===== src/rtl/mem_arb_pkg.sv =====
// Shared types for the two-port memory arbiter: read owner tags and the
// width of the data-streak counter used by the MEM_ARB_FAIR_EN build.
package mem_arb_pkg;

  typedef enum logic {
    OWNER_IF = 1'b0,
    OWNER_D  = 1'b1
  } owner_e;

  typedef struct packed {
    logic   valid;
    owner_e owner;
  } tag_t;

  localparam int STREAK_W = 4;

endpackage


===== src/rtl/mem_arb_tag_pipe.sv =====
// Fixed-depth delay line for read owner tags; the tag leaving the last
// stage marks the cycle its read data is present on the memory bus.
module mem_arb_tag_pipe
  import mem_arb_pkg::*;
#(
  parameter int DEPTH = 1
) (
  input  logic clk,
  input  logic reset,
  input  tag_t tag_in,
  output tag_t tag_out
);

  tag_t [DEPTH-1:0] stage;

  // Reset drops every in-flight tag so no stale read is ever returned.
  always_ff @(posedge clk or posedge reset) begin
    if (reset) begin
      stage <= '0;
    end else begin
      stage[0] <= tag_in;
      for (int i = 1; i < DEPTH; i++) begin
        stage[i] <= stage[i-1];
      end
    end
  end

  assign tag_out = stage[DEPTH-1];

endmodule


===== src/rtl/mem_arbiter.sv =====
// Two-port (fetch/data) single-memory arbiter with in-order read return.
// Define MEM_ARB_FAIR_EN to bound fetch starvation with a data-streak counter.
module mem_arbiter
  import mem_arb_pkg::*;
#(
  parameter int READ_LATENCY    = 1,
  parameter int MAX_DATA_STREAK = 4
) (
  input  logic        clk,
  input  logic        reset,
  input  logic        i_if_req,
  input  logic [15:0] i_if_addr,
  output logic        o_if_gnt,
  output logic        o_if_rdvalid,
  output logic [15:0] o_if_rddata,
  input  logic        i_d_req,
  input  logic        i_d_wr,
  input  logic [15:0] i_d_addr,
  input  logic [15:0] i_d_wrdata,
  output logic        o_d_gnt,
  output logic        o_d_rdvalid,
  output logic [15:0] o_d_rddata,
  output logic [15:0] o_mem_addr,
  output logic        o_mem_rd,
  output logic        o_mem_wr,
  output logic [15:0] o_mem_wrdata,
  input  logic [15:0] i_mem_rddata
);

  // Handshake: a requester holds req and its payload stable until it sees
  // its gnt; gnt is combinational and the transfer happens in that cycle.
  logic if_gnt;
  logic d_gnt;
  tag_t tag_in;
  tag_t tag_out;

`ifdef MEM_ARB_FAIR_EN
  logic [STREAK_W-1:0] streak;
  logic                fetch_turn;

  assign fetch_turn = (streak == STREAK_W'(MAX_DATA_STREAK));

  // Counts data grants taken while fetch is waiting; saturates at the limit.
  always_ff @(posedge clk or posedge reset) begin
    if (reset) begin
      streak <= '0;
    end else if (!i_if_req || if_gnt) begin
      streak <= '0;
    end else if (d_gnt && !fetch_turn) begin
      streak <= streak + 1'b1;
    end
  end

  assign d_gnt = !reset && i_d_req && !(i_if_req && fetch_turn);
`else
  assign d_gnt = !reset && i_d_req;
`endif

  assign if_gnt = !reset && i_if_req && !d_gnt;

  assign o_if_gnt     = if_gnt;
  assign o_d_gnt      = d_gnt;
  assign o_mem_addr   = d_gnt ? i_d_addr : i_if_addr;
  assign o_mem_rd     = if_gnt || (d_gnt && !i_d_wr);
  assign o_mem_wr     = d_gnt && i_d_wr;
  assign o_mem_wrdata = i_d_wrdata;

  assign tag_in.valid = o_mem_rd;
  assign tag_in.owner = if_gnt ? OWNER_IF : OWNER_D;

  mem_arb_tag_pipe #(
    .DEPTH(READ_LATENCY)
  ) u_tag_pipe (
    .clk    (clk),
    .reset  (reset),
    .tag_in (tag_in),
    .tag_out(tag_out)
  );

  assign o_if_rdvalid = tag_out.valid && (tag_out.owner == OWNER_IF);
  assign o_d_rdvalid  = tag_out.valid && (tag_out.owner == OWNER_D);
  assign o_if_rddata  = i_mem_rddata;
  assign o_d_rddata   = i_mem_rddata;

endmodule

===== config.mk =====
export PLATFORM = sky130hd
export DESIGN_NAME = mem_arbiter
export DESIGN_NICKNAME = d
export VERILOG_FILES = /design/src/rtl/mem_arb_pkg.sv /design/src/rtl/mem_arb_tag_pipe.sv /design/src/rtl/mem_arbiter.sv
export SDC_FILE = /design/constraint.sdc
export NUM_CORES = 1
export LEC_CHECK = 0
export CAP_MARGIN = 20
export CORE_MARGIN = 2
export CORE_UTILIZATION = 20
export DETAILED_ROUTE_END_ITERATION = 8
export PLACE_DENSITY = 0.82
export SETUP_SLACK_MARGIN = 0.5
export SLEW_MARGIN = 5
export SYNTH_ARGS = -nofsm -noshare
export SYNTH_HDL_FRONTEND = slang
export SYNTH_SLANG_ARGS = --single-unit

===== constraint.sdc =====
create_clock -name clk -period 1.5 [get_ports clk]
set_input_delay 0.3 -clock clk [delete_from_list [all_inputs] [get_ports clk]]
set_output_delay 0.3 -clock clk [all_outputs]
set_load 0.05 [all_outputs]

==> impl_results.md <==
* CP Launch Point: reset
* Hold_ws at around 0.27 ns
* CP arrival at 1.09 ns
* First-pass GRT wire length at 2900 um
* Clock H-tree levels at 1
* Io pins at 139
* Final wirelength at 1880 um
* Wire length per cell at between 10 and 15 um
* CP max stage cell: mux2_4
* Largest net degree at the start of global routing at 9
* Worst slew pin tran at 0.165 ns
* Crit path time final at approximately 1.4 ns
* # Max-Cap Violations at 0
* Post-Syn Instances at between 70 and 80
* Critical Path Fanout Max at 8
* Achievable Freq at between 700 and 800 MHz
* N_diodes at 0
* Crit end category: primary output
* Clock buffer depth at 2
* Crit path cell chain: buf_8 -> nand2b_4 -> mux2_4 -> buf_8
* Final Cell Area at roughly 1200 um2
* Met1 Resource Use GR at 8.03%
* Final ANT Viol Nets at 0
* # nets final at roughly 170
* GPL Wtd Cong at just over 0.6
* Post-place setup slack at -0.467 ns
* Pleak at about 0.64 nW
* Critical path depth in cells at 4
* #FFs+latches synth at 2
* Critical path's top delay family: multiplexers
* Async set-or-reset flop fraction in the synthesized netlist at 100%
* Die height at roughly 64 um
* Cell taking the most area after synthesis: buf_4
* Num rows at 21
* Sinks on Clock Net at 2
* Mapped cell area at 724 um2
* CTS tree: yes
* Post-synth EDFFs at 0
* CP Class: primary input to primary output
* Antenna violations before repair at 0
* Slew margin rel. at about nine tenths
* DR pass1 iterations at 3
* Chip width at about 64 um
* Delay of the slowest cell on the worst path at approximately 0.33 ns
* Status: finished clean
* Hold Vio Cnt, Final at 0
* Initial core utilization at 21.2%
* Worst-path clk slew at roughly 0.030 ns
* Total grt overflow at 0
* Share of cells above drive strength 1 at a little over 60%
* Buffers & Inverters on Critical Path at 2
* Ys flop type: dfrtp_1
* Top area cells in the synthesized netlist: buf_4 (50%), mux2_4 (19%), mux2_2 (11%)
* CTS Root Cell: clkbuf_4
* Core ar. at approximately 3400 um2
* Seq/Total Area, Yosys at a little under 7%
* Final period utilization at 92.8%
* Hold Crit Class: primary input to async pin
* Pwr per Cell Area at about 530 nW/um2
* Drt initial violations at 1
* DRC at 0
* Most common cell in the netlist: buf_4
* Synth warn at 0
* Vias in the first global route at 605
* Routed vias at roughly 540
* Final setup violation count at 0
* Final TNS setup at 0 ns
* Area growth syn-to-layout at 72.2%
* Die area at approximately 4100 um2
* Most used cell, CP: buf_8
* CTS buffer count at 3
* Top cell type's share of synthesized area at 49.7%
* Max reg flops at 2
* Total power at ~660 uW
* Placed Area at around 1100 um2
* M3 GR Usage at under 10%
* Avg Cell Area, Syn at 9.17 um2
* Post-route worst setup slack at approximately 0.11 ns
* RSZ-0062 raised after global routing: true
* All-Layer GR Usage at roughly a tenth
* Library cells used by synthesis at 15
* Peak supply drop at 0.217 mV
* Fin. max-slew vios at 0
* Busiest grt layer: met2
* CP Capture Point: o_mem_addr[10]
* WP data required at about 1.2 ns
* Startpoint type of the worst setup path: primary input
* Met2 usage at 16.5%
* Routed vias/inst at about 3.8
* Port-buffer cells at 58
* Mapped Nets at roughly 150
* Synth cell count leaders: buf_4 (48), mux2_4 (9), mux2_2 (7)
==> power breakdown <==
group / switching (mW) / internal (mW)
clock network: 0.0326 / 0.0884
registers: 0.00185 / 0.0570
logic: 0.234 / 0.250
==> per-layer routing <==
metal / wire length (um) / vias up
li1: - / 245
met1: 559 / 246
met2: 1050 / 51
met3: 257 / 2
met4: 5 / 0
met5: 0 / -
==> how the worst min path moves through the flow <==
stage / endpoint / from
global placement: o_mem_wrdata[3] / i_d_wrdata[3]
floorplan: u_tag_pipe.tag_out[0]$_DFF_PP0_ / reset
detailed placement: o_mem_wrdata[3] / i_d_wrdata[3]
finish: u_tag_pipe.tag_out[1]$_DFF_PP0_ / reset
global route: u_tag_pipe.tag_out[1]$_DFF_PP0_ / reset
CTS: u_tag_pipe.tag_out[1]$_DFF_PP0_ / reset
==> repair_timing <==
action | CTS | global route
resized for setup | 96 | 1
cloned | 2 | 0
pin swaps | 3 | 1
setup buffers | 0 | 2
endpoints found under the setup margin | 24 | 22
hold buffers | 0 | 0
==> layout by cell type, fill, tap and decap left out <==
| cell | instances |
|---|---|
| clkbuf_4 | 3 |
| nand2b_1 | 1 |
| mux2_4 | 16 |
| clkdlybuf4s15_1 | 1 |
| nor2_4 | 1 |
| buf_8 | 17 |
| dlygate4sd2_1 | 33 |
| or2b_1 | 1 |
| buf_4 | 3 |
| buf_12 | 7 |
| dfrtp_1 | 2 |
| and3_4 | 1 |
| nor2b_4 | 1 |
| buf_6 | 2 |
| and2_4 | 1 |
| a21oi_4 | 1 |
| nand2b_4 | 4 |
| inv_2 | 2 |
==> tightest hold or removal path, stage by stage <==
cell   delay (ns)
buf_8        0.10
buf_4        0.12
buf_6        0.12
inv_2        0.05
buf_4        0.11
==> metrics by stage <==
step / utilization, % / cells
global route: 36.5 / 143
CTS: 36.0 / 141
detailed placement: 30.8 / 136
floorplan: - / 79
finish: 36.5 / 143
global placement: 30.8 / 136
==> cell type report <==
class	instances	area, um2
Tap cell	46	57.6
Timing Repair Buffer	63	739
Multi-Input combinational cell	27	370
Sequential cell	2	50.0
Clock buffer	3	22.5
Inverter	2	7.51
Fill cell	359	2170
==> cells by family (layout without fill, tap and decap cells) <==
logic type             after synthesis  after routing  synth area share (%)
AO/OA/AOI/OAI                        1              1                 0.690
multiplexers                        16             16                  29.5
buffers and inverters               52             68                  55.1
flip-flops                           2              2                  6.91
AND/OR/NAND/NOR                      8             10                  7.77
(Power assumes the default switching activity.)
